==> src/rtl/reg_exec_mem_pkg.sv <==
// Shared pipeline definitions for the execute/memory boundary register.
package reg_exec_mem_pkg;

    localparam int unsigned CTRL_W = 35;

    // All-zero control word is the pipeline NOP.
    localparam logic [CTRL_W-1:0] CTRL_NOP = '0;

    // Interrupt vector codes presented on int_vector.
    localparam logic [1:0] VEC_NONE = 2'b00;
    localparam logic [1:0] INT1_VEC = 2'b01;
    localparam logic [1:0] INT2_VEC = 2'b10;

    // Interrupt sequencer states: each names the slot to be emitted at the
    // next accepted clock edge.
    typedef enum logic [1:0] {
        IDLE,
        PUSH_HI,
        PUSH_LO,
        VECTOR
    } seq_state_t;

    // Kind of slot the memory-stage register loads on the next edge.
    typedef enum logic [2:0] {
        SLOT_BUBBLE,
        SLOT_INSTR,
        SLOT_PUSH_HI,
        SLOT_PUSH_LO,
        SLOT_JUMP
    } slot_t;

    // int1 wins when both interrupt tags arrive together.
    function automatic logic [1:0] first_source(input logic int1, input logic int2);
        if (int1) begin
            return INT1_VEC;
        end else if (int2) begin
            return INT2_VEC;
        end
        return VEC_NONE;
    endfunction

endpackage

==> src/rtl/reg_exec_mem_if.sv <==
// Execute -> memory stage bus, including handshake and interrupt signals.
interface reg_exec_mem_if;
    import reg_exec_mem_pkg::*;

    // Execute-side inputs
    logic [15:0]       alu_result;
    logic [15:0]       Rs_data_execute;
    logic [2:0]        Rd_execute;
    logic [CTRL_W-1:0] control_signals_execute;
    logic [2:0]        flags;
    logic [31:0]       pc_execute;
    logic              int1_execute;
    logic              int2_execute;
    logic              stall;
    logic              flush;

    // Memory-side outputs
    logic [15:0]       alu_result_mem;
    logic [15:0]       store_data_mem;
    logic [2:0]        Rd_mem;
    logic [CTRL_W-1:0] control_signals_mem;
    logic              valid_mem;
    logic              int_push;
    logic              int_busy;
    logic              int_jump;
    logic [1:0]        int_vector;

    // Pipeline register side
    modport slave (
        input  alu_result, Rs_data_execute, Rd_execute, control_signals_execute,
        input  flags, pc_execute, int1_execute, int2_execute, stall, flush,
        output alu_result_mem, store_data_mem, Rd_mem, control_signals_mem,
        output valid_mem, int_push, int_busy, int_jump, int_vector
    );

    // Driving (execute stage / environment) side
    modport master (
        output alu_result, Rs_data_execute, Rd_execute, control_signals_execute,
        output flags, pc_execute, int1_execute, int2_execute, stall, flush,
        input  alu_result_mem, store_data_mem, Rd_mem, control_signals_mem,
        input  valid_mem, int_push, int_busy, int_jump, int_vector
    );

endinterface

==> src/rtl/reg_exec_mem_int_push_seq.sv <==
// Interrupt sequencer: decides which slot the memory-stage register loads
// next, and walks the PC push / vector fetch sequence for an interrupt.
module int_push_seq
    import reg_exec_mem_pkg::*;
(
    input  logic        clk,
    input  logic        reset,
    input  logic        stall,
    input  logic        flush,
    input  logic        int1,
    input  logic        int2,
    input  logic [31:0] pc,
    output slot_t       slot,
    output logic [15:0] push_word,
    output logic [1:0]  vector,
    output logic        busy
);

    seq_state_t  state_q, state_d;
    logic        pend_q, pend_d;
    logic [31:0] pc_q, pc_d;
    logic [1:0]  src_q, src_d;

    // State, pending int2, latched return PC and serviced source; frozen on stall.
    always_ff @(posedge clk) begin
        if (!reset) begin
            state_q <= IDLE;
            pend_q  <= 1'b0;
            pc_q    <= '0;
            src_q   <= VEC_NONE;
        end else if (!stall) begin
            state_q <= state_d;
            pend_q  <= pend_d;
            pc_q    <= pc_d;
            src_q   <= src_d;
        end
    end

    // Next-state and slot selection.
    always_comb begin
        state_d   = state_q;
        pend_d    = pend_q;
        pc_d      = pc_q;
        src_d     = src_q;
        slot      = SLOT_BUBBLE;
        push_word = '0;
        vector    = VEC_NONE;

        case (state_q)
            IDLE: begin
                if (flush) begin
                    slot = SLOT_BUBBLE;
                end else begin
                    slot = SLOT_INSTR;
                    if (int1 || int2) begin
                        state_d = PUSH_HI;
                        pc_d    = pc;
                        src_d   = first_source(int1, int2);
                        pend_d  = int1 && int2;
                    end
                end
            end
            PUSH_HI: begin
                slot      = SLOT_PUSH_HI;
                push_word = pc_q[31:16];
                state_d   = PUSH_LO;
            end
            PUSH_LO: begin
                slot      = SLOT_PUSH_LO;
                push_word = pc_q[15:0];
                state_d   = VECTOR;
            end
            VECTOR: begin
                slot   = SLOT_JUMP;
                vector = src_q;
                // A deferred int2 re-runs the push with the same latched PC.
                if (pend_q) begin
                    state_d = PUSH_HI;
                    src_d   = INT2_VEC;
                    pend_d  = 1'b0;
                end else begin
                    state_d = IDLE;
                end
            end
            default: begin
                state_d = IDLE;
            end
        endcase
    end

    assign busy = (state_q != IDLE);

endmodule

==> src/rtl/reg_exec_mem.sv <==
// Execute -> memory pipeline register with interrupt PC push sequencing.
module reg_exec_mem
    import reg_exec_mem_pkg::*;
(
    input  logic           clk,
    input  logic           reset,
    reg_exec_mem_if.slave  bus
);

    slot_t             slot;
    logic [15:0]       push_word;
    logic [1:0]        vector;
    logic              busy;

    logic [15:0]       alu_q;
    logic [15:0]       sd_q;
    logic [2:0]        rd_q;
    logic [CTRL_W-1:0] ctrl_q;
    logic              valid_q;
    logic              push_q;
    logic              jump_q;
    logic [1:0]        vec_q;

    // The CCR travels with the instruction but the memory stage has no use for it.
    logic unused_flags;
    assign unused_flags = ^bus.flags;

    int_push_seq u_seq (
        .clk       (clk),
        .reset     (reset),
        .stall     (bus.stall),
        .flush     (bus.flush),
        .int1      (bus.int1_execute),
        .int2      (bus.int2_execute),
        .pc        (bus.pc_execute),
        .slot      (slot),
        .push_word (push_word),
        .vector    (vector),
        .busy      (busy)
    );

    // Memory-stage register: loads the slot chosen by the sequencer unless stalled.
    always_ff @(posedge clk) begin
        if (!reset) begin
            alu_q   <= '0;
            sd_q    <= '0;
            rd_q    <= '0;
            ctrl_q  <= CTRL_NOP;
            valid_q <= 1'b0;
            push_q  <= 1'b0;
            jump_q  <= 1'b0;
            vec_q   <= VEC_NONE;
        end else if (!bus.stall) begin
            alu_q   <= '0;
            sd_q    <= '0;
            rd_q    <= '0;
            ctrl_q  <= CTRL_NOP;
            valid_q <= 1'b0;
            push_q  <= 1'b0;
            jump_q  <= 1'b0;
            vec_q   <= VEC_NONE;
            case (slot)
                SLOT_INSTR: begin
                    alu_q   <= bus.alu_result;
                    sd_q    <= bus.Rs_data_execute;
                    rd_q    <= bus.Rd_execute;
                    ctrl_q  <= bus.control_signals_execute;
                    valid_q <= 1'b1;
                end
                SLOT_PUSH_HI, SLOT_PUSH_LO: begin
                    sd_q    <= push_word;
                    push_q  <= 1'b1;
                    valid_q <= 1'b1;
                end
                SLOT_JUMP: begin
                    jump_q  <= 1'b1;
                    vec_q   <= vector;
                end
                default: begin
                end
            endcase
        end
    end

    assign bus.alu_result_mem      = alu_q;
    assign bus.store_data_mem      = sd_q;
    assign bus.Rd_mem              = rd_q;
    assign bus.control_signals_mem = ctrl_q;
    assign bus.valid_mem           = valid_q;
    assign bus.int_push            = push_q;
    assign bus.int_jump            = jump_q;
    assign bus.int_vector          = vec_q;
    assign bus.int_busy            = busy;

endmodule

==> src/flat_wrapper.sv <==
// flat-port wrapper written by rule: the top's interface ports become plain ports
module reg_exec_mem_flat import reg_exec_mem_pkg::*;
  (clk, reset, bus_alu_result, bus_Rs_data_execute, bus_Rd_execute, bus_control_signals_execute, bus_flags, bus_pc_execute, bus_int1_execute, bus_int2_execute, bus_stall, bus_flush, bus_alu_result_mem, bus_store_data_mem, bus_Rd_mem, bus_control_signals_mem, bus_valid_mem, bus_int_push, bus_int_busy, bus_int_jump, bus_int_vector);
  reg_exec_mem_if bus_i ();
  input  logic clk;
  input  logic reset;
  input wire logic [$bits(bus_i.alu_result)-1:0] bus_alu_result;
  input wire logic [$bits(bus_i.Rs_data_execute)-1:0] bus_Rs_data_execute;
  input wire logic [$bits(bus_i.Rd_execute)-1:0] bus_Rd_execute;
  input wire logic [$bits(bus_i.control_signals_execute)-1:0] bus_control_signals_execute;
  input wire logic [$bits(bus_i.flags)-1:0] bus_flags;
  input wire logic [$bits(bus_i.pc_execute)-1:0] bus_pc_execute;
  input wire logic [$bits(bus_i.int1_execute)-1:0] bus_int1_execute;
  input wire logic [$bits(bus_i.int2_execute)-1:0] bus_int2_execute;
  input wire logic [$bits(bus_i.stall)-1:0] bus_stall;
  input wire logic [$bits(bus_i.flush)-1:0] bus_flush;
  output wire logic [$bits(bus_i.alu_result_mem)-1:0] bus_alu_result_mem;
  output wire logic [$bits(bus_i.store_data_mem)-1:0] bus_store_data_mem;
  output wire logic [$bits(bus_i.Rd_mem)-1:0] bus_Rd_mem;
  output wire logic [$bits(bus_i.control_signals_mem)-1:0] bus_control_signals_mem;
  output wire logic [$bits(bus_i.valid_mem)-1:0] bus_valid_mem;
  output wire logic [$bits(bus_i.int_push)-1:0] bus_int_push;
  output wire logic [$bits(bus_i.int_busy)-1:0] bus_int_busy;
  output wire logic [$bits(bus_i.int_jump)-1:0] bus_int_jump;
  output wire logic [$bits(bus_i.int_vector)-1:0] bus_int_vector;
  assign bus_i.alu_result = bus_alu_result;
  assign bus_i.Rs_data_execute = bus_Rs_data_execute;
  assign bus_i.Rd_execute = bus_Rd_execute;
  assign bus_i.control_signals_execute = bus_control_signals_execute;
  assign bus_i.flags = bus_flags;
  assign bus_i.pc_execute = bus_pc_execute;
  assign bus_i.int1_execute = bus_int1_execute;
  assign bus_i.int2_execute = bus_int2_execute;
  assign bus_i.stall = bus_stall;
  assign bus_i.flush = bus_flush;
  assign bus_alu_result_mem = bus_i.alu_result_mem;
  assign bus_store_data_mem = bus_i.store_data_mem;
  assign bus_Rd_mem = bus_i.Rd_mem;
  assign bus_control_signals_mem = bus_i.control_signals_mem;
  assign bus_valid_mem = bus_i.valid_mem;
  assign bus_int_push = bus_i.int_push;
  assign bus_int_busy = bus_i.int_busy;
  assign bus_int_jump = bus_i.int_jump;
  assign bus_int_vector = bus_i.int_vector;
  reg_exec_mem u_core (.clk(clk), .reset(reset), .bus(bus_i));
endmodule
==> config.mk <==
export PLATFORM = sky130hd
export DESIGN_NAME = reg_exec_mem_flat
export DESIGN_NICKNAME = d
export VERILOG_FILES = /design/src/rtl/reg_exec_mem_pkg.sv /design/src/rtl/reg_exec_mem_if.sv /design/src/rtl/reg_exec_mem_int_push_seq.sv /design/src/rtl/reg_exec_mem.sv /design/src/flat_wrapper.sv
export SDC_FILE = /design/constraint.sdc
export NUM_CORES = 1
export LEC_CHECK = 0
export BUFFER_PORTS_ARGS = -buffer_cell sky130_fd_sc_hd__buf_2
export CORE_MARGIN = 4
export CORE_UTILIZATION = 49
export CTS_CLUSTER_DIAMETER = 120
export DETAILED_ROUTE_END_ITERATION = 8
export HOLD_SLACK_MARGIN = 0.08
export PLACE_DENSITY = 0.87
export SLEW_MARGIN = 40
export SYNTH_ARGS = -nofsm -noshare
export SYNTH_HDL_FRONTEND = slang
export SYNTH_SLANG_ARGS = --single-unit
==> constraint.sdc <==
create_clock -name clk -period 2.1 [get_ports clk]
set_input_delay 0.63 -clock clk [delete_from_list [all_inputs] [get_ports clk]]
set_output_delay 0.63 -clock clk [all_outputs]
set_load 0.05 [all_outputs]
* Word level (Yosys, flattened, before mapping) *
Cells that the tools add are included.

word-level totals
  register bits = 112
  bits of input ports = 111
  word-level logic and storage cells = 66

cells by class
  equal/unequal tests = 10
  mux-type cells = 31
  bitwise gates (word level) = 2
  reductions and logical operators = 11

operators with widths
  operator                                                               number
  16-bit case mux with 2 select lines                                    2
  35-bit 2-to-1 mux                                                      1
  2-bit 2-to-1 mux                                                       10
  16-bit 2-to-1 mux                                                      1
  1-bit 2-to-1 mux                                                       12
  3-bit case mux with 4 select lines                                     1
  2-bit case mux with 4 select lines                                     1
  4-bit AND reduction                                                    2
  3-bit by 2-bit equality test with 1-bit output, second input constant  2
  2-bit != test, second input constant                                   3
  5-bit AND reduction                                                    1
  2-bit equality test, second input constant                             2
  2-bit case mux with 2 select lines                                     1
  2-bit nonzero test                                                     2
  3-bit by 1-bit equality test with 1-bit output, second input constant  1
  3-bit equality test, second input constant                             1
  3-bit 2-to-1 mux                                                       1
  3-bit AND reduction                                                    1
  3-bit OR reduction                                                     1
  2-bit by 1-bit equality test with 1-bit output, second input constant  1
  2-bit logical NOT                                                      1
  1-bit NOT                                                              2
  1-bit case mux with 2 select lines                                     1
  2-bit OR reduction                                                     1
  other kinds (2)                                                        2

* Depth between registers and ports, before layout *
Gate-level depths: netlist of the first run.

  word-level depth = 9
  mapped depth = 8
  depth with buffers taken out = 5

* Hierarchy *
A second synthesis of the first run with hierarchy kept.

second synthesis, totals
  cells, all modules = 484
  area, all modules = 4,762.1 um^2

modules (own cells, without submodules)
  module        instances  cells each  area an instance (um^2)  sequential area each (um^2)
  reg_exec_mem  1          255         2,775.2                  1,501.4
  int_push_seq  1          229         1,986.9                  740.7

* Worst setup path after synthesis of the first run *
No wires, ideal clock.

  path kind = flip-flop to output port
  start = reg u_core.u_seq.state_q[0]
  end = out bus_int_busy
  arrival time = 1,106 ps
  path slack = 364 ps
  cell stages (with the launch flop) = 4
  path buffers = 0
  cell sequence = dfxtp_1 inv_1 ha_1 inv_1

on the way
  word-level cells in the longest chain between the ends = 1

ends and longest elaborated chain
  what                    RTL line                         RTL
  start, declared         reg_exec_mem_int_push_seq.sv:19  seq_state_t state_q, state_d;
  start signal, assigned  reg_exec_mem_int_push_seq.sv:32  state_q <= state_d;
  2-bit nonzero test      reg_exec_mem_int_push_seq.sv:91  assign busy = (state_q != IDLE);
  end, declared           flat_wrapper.sv:23               output wire logic [$bits(bus_i.int_busy)-1:0] bus_int_busy;

Every way passes these cells.

* Worst setup path in the final report of the first run *
  start = reg u_core.u_seq.state_q[1]
  end = out bus_int_busy

The elaborated chain is that of the path after synthesis.

==> results of run 1 <==
-- registers in the layout (all words and copies together) (netlist names), 2 cells and up --
name and cells:
u_core.bus.Rd_mem 3, u_core.bus.alu_result_mem 16, u_core.bus.control_signals_mem 35, u_core.bus.int_vector 2, u_core.bus.store_data_mem 16, u_core.u_seq.pc_q 32, u_core.u_seq.src_q 2, u_core.u_seq.state_q 2
-- synthesized netlist by cell type (all sizes together), types with 2 or more instances --
| cell type | count |
|---|---|
| dfxtp | 112 |
| clkbuf | 24 |
| nand2 | 60 |
| nor2b | 3 |
| inv | 6 |
| a22o | 16 |
| a22oi | 16 |
| a21oi | 107 |
| nand4 | 2 |
| nand2b | 2 |
| ha | 8 |
| nor2 | 4 |
| nand3 | 32 |
| mux2i | 4 |
| nor3 | 2 |
| o21ai | 36 |
| o2111ai | 70 |
| buf | 49 |
-- per-stage QoR --
step	cell area (µm²)	cells	utilization (%)	total power, W
global route	6030	840	61.1	0.00467
global placement	5830	824	59.1	0.00331
finish	6030	840	61.1	0.00445
detailed placement	5840	824	59.2	0.00334
CTS	6010	840	60.9	0.00447
floorplan	4990	565	-	0.00304
-- critical path, stage by stage, from the launching register on --
cell,delay [ns]
dfxtp_4,0.40
inv_1,0.12
ha_4,0.21
inv_1,0.10
buf_6,0.17
-- how the worst min path moves through the flow --
| stage | start | end | cells past startpoint |
|---|---|---|---|
| after floorplan | u_core.u_seq.pend_q$_SDFFE_PN0P_ | u_core.u_seq.pend_q$_SDFFE_PN0P_ | 2 |
| after global placement | u_core.bus.alu_result_mem[11]$_SDFFE_PN0N_ | u_core.bus.alu_result_mem[11]$_SDFFE_PN0N_ | 2 |
| after detailed placement | u_core.bus.alu_result_mem[1]$_SDFFE_PN0N_ | u_core.bus.alu_result_mem[1]$_SDFFE_PN0N_ | 2 |
| after CTS | u_core.bus.alu_result_mem[11]$_SDFFE_PN0N_ | u_core.bus.alu_result_mem[11]$_SDFFE_PN0N_ | 2 |
| after global routing | u_core.bus.alu_result_mem[11]$_SDFFE_PN0N_ | u_core.bus.alu_result_mem[11]$_SDFFE_PN0N_ | 2 |
| final | u_core.bus.control_signals_mem[0]$_SDFFE_PN0N_ | u_core.bus.control_signals_mem[0]$_SDFFE_PN0N_ | 2 |
-- per-layer routing --
metal	global-route usage, %	vias up
li1	-	2385
met1	29.3	2353
met2	38.4	272
met3	6.75	28
met4	6.85	0
met5	0	-
-- power breakdown --
group	switching (W)	total, W	internal, W
Clock	0.000702	0.00114	0.000439
Sequential	0.0000582	0.00229	0.00223
Combinational	0.000710	0.00103	0.000318
-- layout make-up --
class	count	area share, %
Multi-Input combinational cell	374	38.7
Sequential cell	112	37.3
Timing Repair Buffer	199	18.1
Tap cell	133	2.76
Clock buffer	12	2.24
Clock inverter	4	0.498
Inverter	6	0.374
-- cells by family after synthesis --
logic type / after synthesis
AO/OA/AOI/OAI: 252
adder cells (fa/ha/maj): 8
buffers and inverters: 79
flip-flops: 112
multiplexers: 4
AND/OR/NAND/NOR: 110
-- timing repair --
action | CTS | global route
gates resized for setup | 5 | 3
setup buffers | 0 | 0
endpoints found under the setup margin | 1 | 1
==> results.py, run 1 <==
metrics = {
    "floorplanning": {
        "io_pins": 187,
        "die_y_um": 109,
        "core-area_um2": 9860,
        "die_x_um": 109,
        "initial_core_util_pct": 50.6,
        "rows": 36,
        "die_area_um2": 11900,
    },
    "clocking": {
        "cts_hold_buf": 0,
        "clock_sinks": 112,
        "cts_root_buf": "clkbuf_8",
        "tritoncts": "yes",
        "clk_latency_ns": 0.37,
        "cts_buffers": 9,
        "clk_path_buf_depth": 2,
        "htree_levels": 3,
        "clk_pin_slew_ns": 0.10,
    },
    "yosys": {
        "synthArstFlopShare_pct": 0,
        "netlist_instances": 565,
        "synth_edf_count": 0,
        "synth.distinct_cells": 38,
        "synth_mux_area_share_pct": 0.803,
        "syn_nets": 684,
        "synthTopCellsByArea": "dfxtp_1 45%, o2111ai_1 12%, a21oi_1 11%",
        "synthXorXnorAreaFrac_pct": 0,
        "synthAdderAreaFrac_pct": 2.01,
        "ys.flop_type": "dfxtp_1",
        "ys_ff_latch": 112,
        "syn_area_per_cell_um2": 8.83,
        "yosysTopAreaCellShare_pct": 44.9,
        "synthSimpleGateAreaFrac_pct": 10.1,
        "syn_area_um2": 4990,
        "synth_top_family_by_area": "compound AO/OA/AOI/OAI gates",
        "yosysWarnings": 0,
        "yosys.area.top_type": "dfxtp_1",
        "synth_compound_area_share_pct": 33.1,
        "yosysSeqAreaShare_pct": 44.9,
    },
    "worst_setup_path": {
        "rr_worst_depth": 6,
        "critPathKind": "reg -> out",
        "required_ns": 1.47,
        "endpoint_kind": "output port",
        "crit_end": "bus_int_busy",
        "cp-start-kind": "register",
        "crit_path_start": "u_core.u_seq.state_q[1]$_SDFFE_PN0P_",
        "reg2reg_slack_ns": 0.23,
        "r2r_end": "u_core.bus.alu_result_mem[13]$_SDFFE_PN0N_",
        "arrival_ns": 1.37,
        "reg2reg_from": "u_core.u_seq.state_q[1]$_SDFFE_PN0P_",
        "cp_max_fo": 7,
    },
    "routing": {
        "route.detailed.drc": 0,
        "via_per_inst": 6.00,
        "wl_met3_um": 1390,
        "topRoutingLayerUsed": "met4",
        "wl_met2_um": 6860,
        "ant_nets": 0,
        "wl_um": 14200,
        "first_pass_iters": 5,
        "wl_per_cell_um": 16.9,
        "m1WireLength_um": 5660,
        "vias": 5038,
        "drt_iter0_markers": 640,
    },
    "power": {
        "leakage_nw": 2.42,
        "ir_drop_uv": 379,
        "power.density_nw_per_um2": 739,
    },
    "sta": {
        "fmax_mhz": 499,
        "final-setup-viol-count": 0,
        "maxSlewHeadroom_pct": 56.8,
        "fin_crit_ns": 2.00,
        "clock_skew_ns": 0.0101,
        "hold_viol": 0,
        "slew_viol_final": 0,
        "hold_ws_ns": 0.461,
        "rsz0062_at_grt": "false",
        "worst_pin_slew_ns": 0.648,
        "tns_ns": 0,
        "finalCritPeriodShare_pct": 95.4,
        "worst_slack_ns": 0.0958,
    },
    "global_routing": {
        "grt_max_degree": 56,
        "gr-total-overflow": 0,
        "grt_antenna_before_repair": 0,
        "grtUsageTotal_pct": 23.2,
        "grt_pass1_vias": 4597,
        "grt_pass1_wl_um": 22200,
    },
    "finish": {
        "seqCellArea_um2": 2250,
        "layout-drive-gt1-share_pct": 32.1,
        "multi_input_area_um2": 2330,
        "nFillCells": 848,
        "nNetsFinal": 821,
        "syn_to_final_growth_pct": 20.8,
        "layout_commonest_cell": "buf_2",
        "antenna_cells": 0,
        "mostFrequentLayoutCells": "182 x buf_2, 110 x dfxtp_1, 107 x a21oi_1, 70 x o2111ai_1, 60 x nand2_1",
    },
    "status": {
        "status": "complete, no violations",
    },
    "flow_run": {
        "max-cap-violations": 0,
    },
    "placed_design": {
        "dp_hpwl_um": 9830,
        "numPortBuffers": 183,
        "pre_cts_slack_ns": 0.207,
        "place_congestion": 0.848,
    },
    "min_path": {
        "hp-class": "reg -> reg",
    },
}
No activity file was read; power rests on OpenSTA's default activity.
==> run 2, diff against run 1 <==
--- a/config.mk
+++ b/config.mk
@@ -5,12 +5,13 @@
 export SDC_FILE = /design/constraint.sdc
 export NUM_CORES = 1
 export LEC_CHECK = 0
+export ABC_AREA = 1
 export BUFFER_PORTS_ARGS = -buffer_cell sky130_fd_sc_hd__buf_2
 export CORE_MARGIN = 4
 export CORE_UTILIZATION = 49
 export CTS_CLUSTER_DIAMETER = 120
 export DETAILED_ROUTE_END_ITERATION = 8
-export HOLD_SLACK_MARGIN = 0.08
+export HOLD_SLACK_MARGIN = 0.03
 export PLACE_DENSITY = 0.87
 export SLEW_MARGIN = 40
 export SYNTH_ARGS = -nofsm -noshare
==> results.py, run 2 <==
metrics = {
    "status": {
        "status": "complete, no violations",
    },
    "clocking": {
        "htree_levels": 3,
        "clock_sinks": 112,
        "clk_path_buf_depth": 2,
        "clk_pin_slew_ns": 0.11,
        "post_cts_buffers": 0,
        "cts_buffers": 9,
        "cts_root_buf": "clkbuf_8",
        "clk_latency_ns": 0.37,
        "tritoncts": "yes",
    },
    "global_routing": {
        "grt_pass1_wl_um": 22000,
        "grt_max_degree": 71,
        "grtUsageTotal_pct": 23.3,
        "grt_busiest_layer": "met2",
        "met3_usage_pct": 5.90,
        "grt_pass1_vias": 4751,
        "gr-total-overflow": 0,
        "met1_usage_pct": 28.2,
        "grt_antenna_before_repair": 0,
        "met2_usage_pct": 40.2,
    },
    "yosys": {
        "yosysTopAreaCellShare_pct": 47.0,
        "syn_area_um2": 4770,
        "synthXorXnorAreaFrac_pct": 0,
        "synth.distinct_cells": 23,
        "yosysSeqAreaShare_pct": 47.0,
        "synth_top_family_by_area": "simple AND/OR/NAND/NOR gates",
        "synth_compound_area_share_pct": 20.1,
        "synthAdderAreaFrac_pct": 2.10,
        "synthTopCellsByArea": "dfxtp_1 47%, a21oi_1 9.8%, nand2_1 7.7%",
        "ys.flop_type": "dfxtp_1",
        "yosysWarnings": 0,
        "synth_most_common_cell": "dfxtp_1",
        "synth_edf_count": 0,
        "syn_nets": 749,
        "netlist_instances": 630,
        "ys_ff_latch": 112,
        "synth_mux_area_share_pct": 0,
        "syn_area_per_cell_um2": 7.58,
        "synthArstFlopShare_pct": 0,
        "yosys.area.top_type": "dfxtp_1",
        "synthSimpleGateAreaFrac_pct": 22.8,
        "synth_common_cells": "112 x dfxtp_1, 98 x nand2_1, 93 x a21oi_1",
    },
    "placed_design": {
        "numPortBuffers": 183,
        "dp_hpwl_um": 9780,
        "place_congestion": 0.874,
        "pre_cts_slack_ns": 0.0794,
    },
    "sta": {
        "fmax_mhz": 496,
        "clock_skew_ns": 0.0155,
        "final-setup-viol-count": 0,
        "rsz0062_at_grt": "false",
        "finalCritPeriodShare_pct": 96.0,
        "worst_pin_slew_ns": 0.664,
        "maxSlewHeadroom_pct": 55.7,
        "tns_ns": 0,
        "worst_slack_ns": 0.0835,
        "fin_crit_ns": 2.02,
        "hold_ws_ns": 0.470,
        "slew_viol_final": 0,
        "hold_viol": 0,
    },
    "min_path": {
        "hp-class": "reg -> reg",
    },
    "worst_setup_path": {
        "required_ns": 1.47,
        "cpLargestDelayFamily": "flip-flops",
        "critPathBufInv": 3,
        "cpMostUsedCell": "inv_1",
        "cp_max_fo": 6,
        "critPathKind": "reg -> out",
        "cp-start-kind": "register",
        "path_cells": "inv_1 -> ha_1 -> inv_1 -> buf_4",
        "crit_path_top_delay_cell": "dfxtp_2",
        "cpPeakStageDelay_ns": 0.40,
        "endpoint_kind": "output port",
        "arrival_ns": 1.39,
    },
    "power": {
        "leakage_nw": 2.74,
        "switching_share_pct": 36.0,
        "power.internal_w": 0.00317,
        "pwr-share-comb_pct": 27.0,
        "p_switching_w": 0.00179,
        "p_clk_share_pct": 25.7,
        "seq_power_share_pct": 47.3,
        "power.density_nw_per_um2": 830,
        "ir_drop_uv": 461,
    },
    "finish": {
        "antenna_cells": 0,
        "largest_reg_flops": 35,
        "layout-drive-gt1-share_pct": 28.2,
        "syn_to_final_growth_pct": 25.2,
        "mostFrequentLayoutCells": "182 x buf_2, 110 x dfxtp_1, 98 x nand2_1, 93 x a21oi_1, 73 x o21ai_0",
        "layout_commonest_cell": "buf_2",
        "nNetsFinal": 900,
    },
    "routing": {
        "ant_nets": 0,
        "wl_per_cell_um": 15.2,
        "vias": 4908,
        "wl_um": 13900,
        "via_per_inst": 5.36,
        "route.detailed.drc": 0,
        "drt_iter0_markers": 306,
        "first_pass_iters": 5,
    },
    "floorplanning": {
        "initial_core_util_pct": 50.9,
        "die_y_um": 107,
        "die_area_um2": 11400,
        "io_pins": 187,
        "core-area_um2": 9370,
        "die_x_um": 107,
        "rows": 35,
    },
    "flow_run": {
        "max-cap-violations": 0,
    },
}
==> run 2: kinds of logic (layout without fill, tap and decap cells) <==
kind of cell | after synthesis | count (layout)
flip-flops | 112 | 112
AND/OR/NAND/NOR | 241 | 241
buffers and inverters | 86 | 242
AO/OA/AOI/OAI | 183 | 183
adder cells (fa/ha/maj) | 8 | 8
==> run 2: per-layer routing <==
metal  up-vias  wire, µm  share of wire [%]
met4         0       257                1.9
met3        22      1320                9.5
met1      2250      5450                 39
met5         -         0                  0
li1       2430         -                  -
met2       206      6860                 49
==> run 2: final timing paths <==
check | from | end | slack (ns) | depth (start not counted)
setup / recovery | u_core.u_seq.state_q[1]$_SDFFE_PN0P_ | bus_int_busy | 0.08 | 4
hold / removal | u_core.u_seq.pc_q[13]$_SDFFE_PN0P_ | u_core.u_seq.pc_q[13]$_SDFFE_PN0P_ | 0.47 | 2
hold reg to reg | u_core.u_seq.pc_q[13]$_SDFFE_PN0P_ | u_core.u_seq.pc_q[13]$_SDFFE_PN0P_ | 0.47 | 2
setup reg to reg | u_core.u_seq.state_q[1]$_SDFFE_PN0P_ | u_core.bus.store_data_mem[10]$_SDFFE_PN0N_ | 0.17 | 6
==> run 2: area by class of cell <==
| class | count | area, µm² |
|---|---|---|
| fill | 845 | 3400 |
| inverter | 30 | 115 |
| tap | 129 | 161 |
| clock inverter | 5 | 47.5 |
| timing repair buffer | 196 | 1090 |
| sequential | 112 | 2250 |
| clock buffer | 11 | 151 |
| multi-input combinational | 432 | 2160 |
==> run 2: repair_timing <==
action | 4_1_cts | 5_1_grt
gates resized for setup | 3 | 1
gates cloned | 0 | 0
endpoints found under the setup margin | 1 | 1
hold buffers | 0 | 0
==> run 2: power by group through the flow <==
stage | clock, W | combinational (W) | sequential, W
6_report | 0.00128 | 0.00134 | 0.00235
2_1_floorplan | 0 | 0.000607 | 0.00271
3_5_place_dp | 0 | 0.00133 | 0.00239
5_1_grt | 0.00140 | 0.00145 | 0.00236
3_3_place_gp | 0 | 0.00129 | 0.00238
4_1_cts | 0.00131 | 0.00134 | 0.00234
==> run 2: worst min-delay path, delay by kind of cell, from the launching register on <==
family / cells / cell delay, ns
AOI/OAI and AO/OA: 1 / 0.05
DFF: 1 / 0.33
and+or+nand+nor: 1 / 0.06
==> run 2: metrics by stage <==
stage / cells / util (%) / cell area [µm²] / power [W]
2_1_floorplan: 630 / - / 4770 / 0.00332
3_3_place_gp: 899 / 61.6 / 5770 / 0.00367
3_5_place_dp: 899 / 61.6 / 5770 / 0.00372
4_1_cts: 915 / 63.7 / 5970 / 0.00499
5_1_grt: 915 / 63.8 / 5980 / 0.00521
6_report: 915 / 63.8 / 5980 / 0.00496
==> run 3, diff against run 2 <==
--- a/config.mk
+++ b/config.mk
@@ -7,12 +7,13 @@
 export LEC_CHECK = 0
 export ABC_AREA = 1
 export BUFFER_PORTS_ARGS = -buffer_cell sky130_fd_sc_hd__buf_2
+export CAP_MARGIN = 10
 export CORE_MARGIN = 4
-export CORE_UTILIZATION = 49
+export CORE_UTILIZATION = 40
 export CTS_CLUSTER_DIAMETER = 120
 export DETAILED_ROUTE_END_ITERATION = 8
 export HOLD_SLACK_MARGIN = 0.03
-export PLACE_DENSITY = 0.87
+export PLACE_DENSITY = 0.75
 export SLEW_MARGIN = 40
 export SYNTH_ARGS = -nofsm -noshare
 export SYNTH_HDL_FRONTEND = slang
==> constraint.sdc (replaced) <==
create_clock -name clk -period 2.1 [get_ports clk]
set_input_delay 0.21 -clock clk [delete_from_list [all_inputs] [get_ports clk]]
set_output_delay 0.21 -clock clk [all_outputs]
set_load 0.05 [all_outputs]
==> results.py, run 3 (synthesis results as in run 2) <==
metrics = {
    "routing": {
        "first_pass_iters": 4,
        "wl_per_cell_um": 14.7,
        "route.detailed.drc": 0,
        "ant_nets": 0,
        "drt_iter0_markers": 492,
        "wl_um": 13800,
        "vias": 4757,
        "via_per_inst": 5.08,
    },
    "worst_setup_path": {
        "rr_worst_depth": 9,
        "cp-start-kind": "register",
        "cp_max_fo": 6,
        "r2r_end": "u_core.bus.control_signals_mem[1]$_SDFFE_PN0N_",
        "crit_path_start": "u_core.u_seq.state_q[1]$_SDFFE_PN0P_",
        "reg2reg_slack_ns": 0.35,
        "reg2reg_from": "u_core.u_seq.state_q[1]$_SDFFE_PN0P_",
        "endpoint_kind": "output port",
        "arrival_ns": 1.55,
        "critPathKind": "reg -> out",
        "required_ns": 1.89,
    },
    "power": {
        "leakage_nw": 2.82,
        "power.density_nw_per_um2": 901,
        "ir_drop_uv": 779,
    },
    "finish": {
        "nNetsFinal": 908,
        "largest_reg_flops": 35,
        "syn_to_final_growth_pct": 28.4,
        "final_cells": 937,
        "mostFrequentLayoutCells": "183 x buf_2, 112 x dfxtp_1, 98 x nand2_1, 93 x a21oi_1, 73 x o21ai_0",
        "layout-drive-gt1-share_pct": 28.3,
        "antenna_cells": 0,
        "layout_commonest_cell": "buf_2",
    },
    "sta": {
        "maxSlewHeadroom_pct": 55.4,
        "fmax_mhz": 569,
        "worst_pin_slew_ns": 0.668,
        "rsz0062_at_grt": "false",
        "hold_viol": 0,
        "final-setup-viol-count": 0,
        "tns_ns": 0,
        "slew_viol_final": 0,
        "worst_slack_ns": 0.343,
        "fin_crit_ns": 1.76,
        "finalCritPeriodShare_pct": 83.7,
        "clock_skew_ns": 0.00553,
    },
    "floorplanning": {
        "die_y_um": 117,
        "initial_core_util_pct": 41.3,
        "core-area_um2": 11600,
        "rows": 39,
        "die_area_um2": 13700,
        "io_pins": 187,
        "die_x_um": 117,
    },
    "clocking": {
        "clk_latency_ns": 0.35,
        "clk_pin_slew_ns": 0.07,
        "clock_sinks": 112,
        "tritoncts": "yes",
        "cts_root_buf": "clkbuf_16",
        "htree_levels": 3,
        "cts_buffers": 9,
        "clk_path_buf_depth": 2,
    },
    "flow_run": {
        "max-cap-violations": 0,
    },
    "min_path": {
        "hp-class": "in -> reg",
        "hold_path_depth": 3,
        "whs_endpoint": "u_core.u_seq.pc_q[16]$_SDFFE_PN0P_",
        "min_from": "bus_pc_execute[16]",
    },
    "global_routing": {
        "grt_antenna_before_repair": 0,
        "grt_pass1_vias": 4457,
        "grt_pass1_wl_um": 21500,
        "grtUsageTotal_pct": 19.6,
        "gr-total-overflow": 0,
        "grt_max_degree": 68,
    },
    "placed_design": {
        "dp_hpwl_um": 9490,
        "pre_cts_slack_ns": 0.153,
        "numPortBuffers": 183,
        "place_congestion": 0.837,
        "dp_cells": 918,
    },
    "status": {
        "status": "complete, no violations",
    },
}
[run 3: per-stage QoR]
stage	power [W]	hold WS, ns	utilization [%]	cell area [µm²]
2_1_floorplan	0.00332	0.345	-	4770
4_1_cts	0.00556	0.0653	52.8	6100
3_5_place_dp	0.00372	0.440	50.0	5790
6_report	0.00553	0.0798	53.0	6130
3_3_place_gp	0.00371	0.434	50.0	5790
5_1_grt	0.00579	0.0850	53.0	6130
[run 3: per-layer routing]
layer | share of wire (%) | vias to the layer above | global-route usage, %
li1 | - | 2448 | -
met2 | 45 | 203 | 30.7
met3 | 11 | 7 | 8.53
met1 | 43 | 2099 | 25.0
met4 | 0.47 | 0 | 4.74
met5 | 0 | - | 0
[run 3: worst max-delay path by stage]
stage	endpoint	slack, ns	cells after the start
after CTS	u_core.bus.store_data_mem[7]$_SDFFE_PN0N_	0.13	6
after floorplan	u_core.u_seq.src_q[0]$_SDFFE_PN0P_	0.47	8
after global routing	u_core.bus.control_signals_mem[8]$_SDFFE_PN0N_	0.14	9
after global placement	u_core.bus.store_data_mem[11]$_SDFFE_PN0N_	0.23	6
after detailed placement	u_core.bus.store_data_mem[10]$_SDFFE_PN0N_	0.15	6
final	bus_int_busy	0.34	4
[run 3: what timing repair did]
| item | in CTS | in global routing |
|---|---|---|
| resized for setup | 0 | 1 |
| setup endpoints to repair | 0 | 14 |
| setup buffers | 0 | 3 |
| hold buffers | 0 | 0 |
[run 3: area by class of cell]
class,instances,area (µm²)
Tap cell,143,179
Multi-Input combinational cell,432,2170
Sequential cell,112,2240
Timing Repair Buffer,204,1110
Inverter,30,115
Clock buffer,13,250
Fill cell,1124,5440
Clock inverter,3,65.1
[run 3: power by group]
| part | internal [W] | switching [W] | total [W] |
|---|---|---|---|
| registers | 0.00227 | 0.0000681 | 0.00234 |
| logic | 0.000396 | 0.000957 | 0.00135 |
| clock network | 0.00108 | 0.000754 | 0.00183 |
[run 3: critical path, cell delays in order, from the launching register on]
cell and delay [ns]:
dfxtp_1 0.42, inv_1 0.14, ha_1 0.28, inv_1 0.09
buf_2 0.26
